===== config.mk =====
export PLATFORM = sky130hd
export DESIGN_NAME = pipe_drawer
export DESIGN_NICKNAME = d
export VERILOG_FILES = /design/src/rtl/pipe_drawer.sv
export SDC_FILE = /design/constraint.sdc
export NUM_CORES = 1
export LEC_CHECK = 0
export CORE_MARGIN = 4
export CORE_UTILIZATION = 44
export DETAILED_ROUTE_END_ITERATION = 10
export GPL_TIMING_DRIVEN = 0
export PLACE_DENSITY = 0.67
export SYNTH_ARGS = -nofsm -noshare
export SYNTH_HDL_FRONTEND = slang
export SYNTH_SLANG_ARGS = --single-unit

===== constraint.sdc =====
create_clock -name CLOCK_50 -period 2.5 [get_ports CLOCK_50]
set_input_delay 0.75 -clock CLOCK_50 [delete_from_list [all_inputs] [get_ports CLOCK_50]]
set_output_delay 0.75 -clock CLOCK_50 [all_outputs]
set_load 0.01 [all_outputs]

===== src/rtl/pipe_drawer.sv =====
// pipe_drawer: erase/redraw of the pipe rectangle, one pixel per clock.
// Feeds the VGA adapter plot port from the pipe register position.
module pipe_drawer #(
  parameter int         PIPE_W      = 4,
  parameter int         GAP_H       = 20,
  parameter int         SCREEN_W    = 160,
  parameter int         SCREEN_H    = 120,
  parameter logic [2:0] PIPE_COLOUR = 3'b010,
  parameter logic [2:0] BG_COLOUR   = 3'b000
) (
  input  logic       CLOCK_50,
  input  logic       resetn,
  input  logic       game_tick,
  input  logic [8:0] pipe_x,
  input  logic [6:0] pipe_y,
  output logic       busy,
  output logic       plot,
  output logic [7:0] vga_x,
  output logic [6:0] vga_y,
  output logic [2:0] colour,
  output logic       done
);

  localparam int CW = (PIPE_W > 1) ? $clog2(PIPE_W) : 1;
  localparam logic [CW-1:0] C_LAST = CW'(PIPE_W - 1);
  localparam logic [6:0] R_LAST = 7'(SCREEN_H - 1);
  localparam logic [8:0] X_LIM = 9'(SCREEN_W);
  localparam logic [7:0] GAP_LEN = 8'(GAP_H);

  typedef enum logic [1:0] {
    IDLE,
    ERASE,
    DRAW,
    FINISH
  } state_t;

  state_t state, state_nx;

  logic          accept;
  logic          scan;
  logic          last_pix;
  logic [CW-1:0] c;
  logic [6:0]    r;
  logic [8:0]    new_x, old_x;
  logic [6:0]    new_y;
  logic          valid, pending;
  logic [8:0]    base_x, px;
  logic [7:0]    row8, gap_lo, gap_hi;
  logic          in_gap, pix_on;
  logic          s1_plot, s1_done;
  logic [7:0]    s1_x;
  logic [6:0]    s1_y;
  logic [2:0]    s1_col;

  assign scan     = (state == ERASE) || (state == DRAW);
  assign last_pix = (c == C_LAST) && (r == R_LAST);

  // State register.
  always_ff @(posedge CLOCK_50 or negedge resetn) begin
    if (!resetn) state <= IDLE;
    else         state <= state_nx;
  end

  // Next state and tick acceptance.
  always_comb begin
    state_nx = state;
    accept   = 1'b0;
    unique case (state)
      IDLE: begin
        if (game_tick || pending) begin
          accept   = 1'b1;
          state_nx = valid ? ERASE : DRAW;
        end
      end
      ERASE:   if (last_pix) state_nx = DRAW;
      DRAW:    if (last_pix) state_nx = FINISH;
      FINISH:  state_nx = IDLE;
      default: state_nx = IDLE;
    endcase
  end

  // Row-major scan counters; held at zero outside ERASE/DRAW.
  always_ff @(posedge CLOCK_50 or negedge resetn) begin
    if (!resetn) begin
      r <= '0;
      c <= '0;
    end else if (!scan) begin
      r <= '0;
      c <= '0;
    end else if (c == C_LAST) begin
      c <= '0;
      r <= (r == R_LAST) ? '0 : r + 7'd1;
    end else begin
      c <= c + CW'(1);
    end
  end

  // Position latches, old-position valid and collapsed pending tick.
  always_ff @(posedge CLOCK_50 or negedge resetn) begin
    if (!resetn) begin
      new_x   <= '0;
      new_y   <= '0;
      old_x   <= '0;
      valid   <= 1'b0;
      pending <= 1'b0;
    end else begin
      if (accept) begin
        new_x <= pipe_x;
        new_y <= pipe_y;
      end
      if (state == FINISH) begin
        old_x <= new_x;
        valid <= 1'b1;
      end
      if (game_tick && (state != IDLE)) pending <= 1'b1;
      else if (accept)                  pending <= 1'b0;
    end
  end

  assign base_x = (state == ERASE) ? old_x : new_x;
  assign px     = base_x + 9'(c);
  assign row8   = {1'b0, r};
  assign gap_lo = {1'b0, new_y};
  assign gap_hi = gap_lo + GAP_LEN;
  assign in_gap = (row8 >= gap_lo) && (row8 < gap_hi);
  assign pix_on = scan && (px < X_LIM) &&
                  !((state == DRAW) && in_gap);

  // Pixel select stage.
  always_ff @(posedge CLOCK_50 or negedge resetn) begin
    if (!resetn) begin
      s1_plot <= 1'b0;
      s1_done <= 1'b0;
      s1_x    <= '0;
      s1_y    <= '0;
      s1_col  <= BG_COLOUR;
    end else begin
      s1_plot <= pix_on;
      s1_done <= (state == FINISH);
      s1_x    <= px[7:0];
      s1_y    <= r;
      s1_col  <= (state == DRAW) ? PIPE_COLOUR : BG_COLOUR;
    end
  end

  // Registered outputs; busy covers the done cycle.
  always_ff @(posedge CLOCK_50 or negedge resetn) begin
    if (!resetn) begin
      plot   <= 1'b0;
      done   <= 1'b0;
      busy   <= 1'b0;
      vga_x  <= '0;
      vga_y  <= '0;
      colour <= BG_COLOUR;
    end else begin
      plot   <= s1_plot;
      done   <= s1_done;
      busy   <= (state != IDLE) || s1_done;
      vga_x  <= s1_x;
      vga_y  <= s1_y;
      colour <= s1_col;
    end
  end

endmodule


==> summary.txt <==
Outcome
  – Status: finished clean

Critical path
  – Crit-path max FO: 5
  – Worst path arrival time: 2.62 ns
  – Setup crit end kind: flop
  – Critical path type: reg2reg
  – Startpoint type of the worst setup path: flop
  – Crit path required time: between 2 and 3 ns
  – FF-to-FF setup slack: between 0.09 and 0.1 ns

Detailed routing
  – Residual DRC: 0
  – Starting DRT DRC Count: 45
  – First-pass DRT Iterations: 4
  – Post-DR vias/cell: approximately 4.7
  – Total wire length: about 5100 um
  – Vias post-DR: roughly 1900
  – WL/cell: 12.8 um
  – Post-route ant nets: 0

CTS
  – Clock Path Buffers: 2
  – H-tree levels: 3
  – CTS tree: built
  – Worst-Skew Late Latency: 0.34 ns
  – Clk slew on worst S/H paths: 0.08 ns
  – # hold bufs at CTS: 0
  – CTS Buf Count: 9
  – Clock sink count: 75
  – CTS Root Cell: clkbuf_8

Logic synthesis
  – Synthesized area: ~3200 um^2
  – Sequential area share after synthesis: 0.579
  – Async set or reset register ratio after synthesis: 1.00
  – Gate Count Post-Synth: about 230
  – Syn Area/Cell: 14.0 um^2
  – Ys Warns: 0
  – EDFF count, synth: 0
  – Flops & latches, synth: 75
  – Synth unique cells: about 50
  – Main synth FF type: dfrtp_1

GRT
  – First-pass GRT wire length: 8440 um
  – Largest net degree at the start of global routing: 76
  – Total GRT Usage: 0.125
  – Total grt overflow: 0
  – Initial antenna violation count: 0
  – Vias in the first global route: roughly 1800

STA
  – Hold Vio Cnt, Final: 0
  – Setup Skew: roughly 0.011 ns
  – Tightest Pin Transition: 0.884 ns
  – Normalized max-slew margin: 0.410
  – Fmax: roughly 420 MHz
  – Setup WS post-layout: roughly 0.097 ns
  – Pins Over Slew Limit: 0
  – Final period util: 0.961
  – RSZ-0062 raised after global routing: no
  – Final setup vio count: 0
  – Crit path time final: between 2 and 2.5 ns

Floorplan
  – Core footprint: a little over 7000 um^2
  – DIE AREA: slightly below 9000 um^2
  – Starting density of the core: 0.449
  – # IOs: 40
  – Row cnt: 31
  – DIE WIDTH: roughly 94 um
  – Die Y: approximately 94 um

Placement
  – DP Worst Slack: -0.259 ns
  – IO buf count: 37
  – DP Wirelength: around 3500 um
  – Routability cong.: between 0.7 and 0.8

Final layout
  – Area growth from synthesis to layout: 24.6%
  – Nets: between 300 and 400
  – End-of-flow core utilization: 0.559
  – Antenna Cells: 0
  – Layout cell share with drive strength beyond 1: 0.263

Power and ir drop
  – VDD IR-drop max: roughly 0.33 mV
  – Leakage power: approximately 0.0019 uW
  – Pwr dens: 542 nW/um^2

Worst hold path
  – Hold/Removal Path Class: reg2reg

Job
  – Max-cap check violation count: 0
-- repair_timing --
action / CTS / global route
gates resized for setup: 5 / 0
endpoints found under the setup margin: 1 / 2
pin swaps: 6 / 6
buffers inserted: 11 / 2
-- final timing paths --
check | start | end | cells past startpoint
worst max-delay path | state[1]$_DFFE_PN0P_ | s1_plot$_DFF_PN0_ | 10
worst min-delay path | s1_y[2]$_DFF_PN0_ | vga_y[2]$_DFF_PN0_ | 0
worst max register to register | state[1]$_DFFE_PN0P_ | s1_plot$_DFF_PN0_ | 10
worst min register to register | s1_y[2]$_DFF_PN0_ | vga_y[2]$_DFF_PN0_ | 0
max in group asynchronous | resetn | s1_y[2]$_DFF_PN0_ | 1
min in group asynchronous | resetn | s1_x[6]$_DFF_PN0_ | 1
-- per-layer routing --
| layer | global-route usage | up-vias | routed length (um) |
|---|---|---|---|
| li1 | - | 924 | - |
| met2 | 0.185 | 41 | 2220 |
| met1 | 0.172 | 883 | 2510 |
| met5 | 0 | - | 0 |
| met3 | 0.0272 | 9 | 225 |
| met4 | 0.0650 | 0 | 120 |
-- logic make-up after synthesis --
kind of cell    Yosys count  synth area share
fa+ha+maj                22            0.0873
buf+inv                  20            0.0336
simple gates             40            0.0749
flops                    75             0.579
compound gates           20            0.0479
mux                      39             0.133
other cells               1           0.00116
xor+xnor                 15            0.0429
-- worst max-delay path: stages (launching register included) --
cell      delay (ns)
dfrtp_1         0.39
inv_2           0.08
ha_4            0.18
mux2_4          0.33
ha_4            0.17
fa_2            0.40
nand4b_1        0.14
a22oi_2         0.11
xor2_2          0.15
nor2_1          0.07
o2111a_1        0.25
-- sequential cells by signal (all words and copies together), names as in the netlist --
name	count
busy	1
c	2
colour	1
done	1
new_x	9
new_y	7
old_x	9
pending	1
plot	1
r	7
s1_col	1
s1_done	1
s1_plot	1
s1_x	8
s1_y	7
state	2
valid	1
vga_x	8
vga_y	7
-- placed cells by master, fill, tap and decap left out, types with 2 or more instances in the layout --
cell	synthesis	final
nor2b_1	2	2
nor2_1	12	12
clkbuf_8	0	10
nand3b_1	3	3
clkdlybuf4s50_1	0	36
conb_1	1	2
nand2_1	3	3
ha_4	0	2
nand3_1	4	4
xor2_1	5	5
nand2b_1	2	2
buf_4	2	16
mux2_2	29	28
clkinv_2	0	2
dfrtp_1	75	75
ha_1	21	19
buf_2	2	2
inv_1	13	12
or3b_2	2	2
nor3b_1	2	2
mux2i_1	8	8
a21oi_1	5	5
clkinv_4	0	2
xnor2_1	9	9
o31ai_1	3	3
-- cell usage after synthesis, types with 2 or more instances --
library cell,n,area [um^2]
or3b_2,2,17.5
mux2_2,29,327
buf_2,2,10.0
nand3_1,4,20.0
dfrtp_1,75,1880
nand2_1,3,11.3
o31ai_1,3,22.5
mux2i_1,8,80.1
ha_1,21,263
nor2b_1,2,12.5
nor3b_1,2,15.0
xor2_1,5,43.8
inv_1,13,48.8
a21oi_1,5,25.0
xnor2_1,9,78.8
nand3b_1,3,22.5
buf_4,2,15.0
nand2b_1,2,12.5
nor2_1,12,45.0
-- report_power, final --
group,switching [uW],total (uW),leakage (uW),internal (uW)
logic,26.5,52.5,0.000831,26.0
clock network,434,922,0.000102,488
registers,0.0000000000000168,1210,0.000974,1210
-- final cells by class --
class / instances / area [um^2]
Timing Repair Buffer: 50 / 465
Fill cell: 619 / 3180
Buffer: 5 / 28.8
Multi-Input combinational cell: 138 / 1290
Clock inverter: 6 / 65.1
Sequential cell: 75 / 1880
Clock buffer: 10 / 138
Tap cell: 99 / 124
Inverter: 13 / 48.8
-- stage by stage --
| step | cells | TNS (ns) | total power [uW] | cell area [um^2] | hold WS [ns] |
|---|---|---|---|---|---|
| 5_1_grt | 396 | 0 | 2270 | 4040 | 0.354 |
| 3_5_place_dp | 369 | -1.29 | 1290 | 3740 | 0.335 |
| 3_3_place_gp | 369 | -134.78 | 1290 | 3740 | 0.331 |
| 2_1_floorplan | 233 | -0.0164 | 1240 | 3250 | 0.331 |
| 6_report | 396 | 0 | 2190 | 4040 | 0.342 |
| 4_1_cts | 396 | -0.0246 | 2220 | 4050 | 0.346 |
Note: power is estimated with default switching activity, not from simulation.
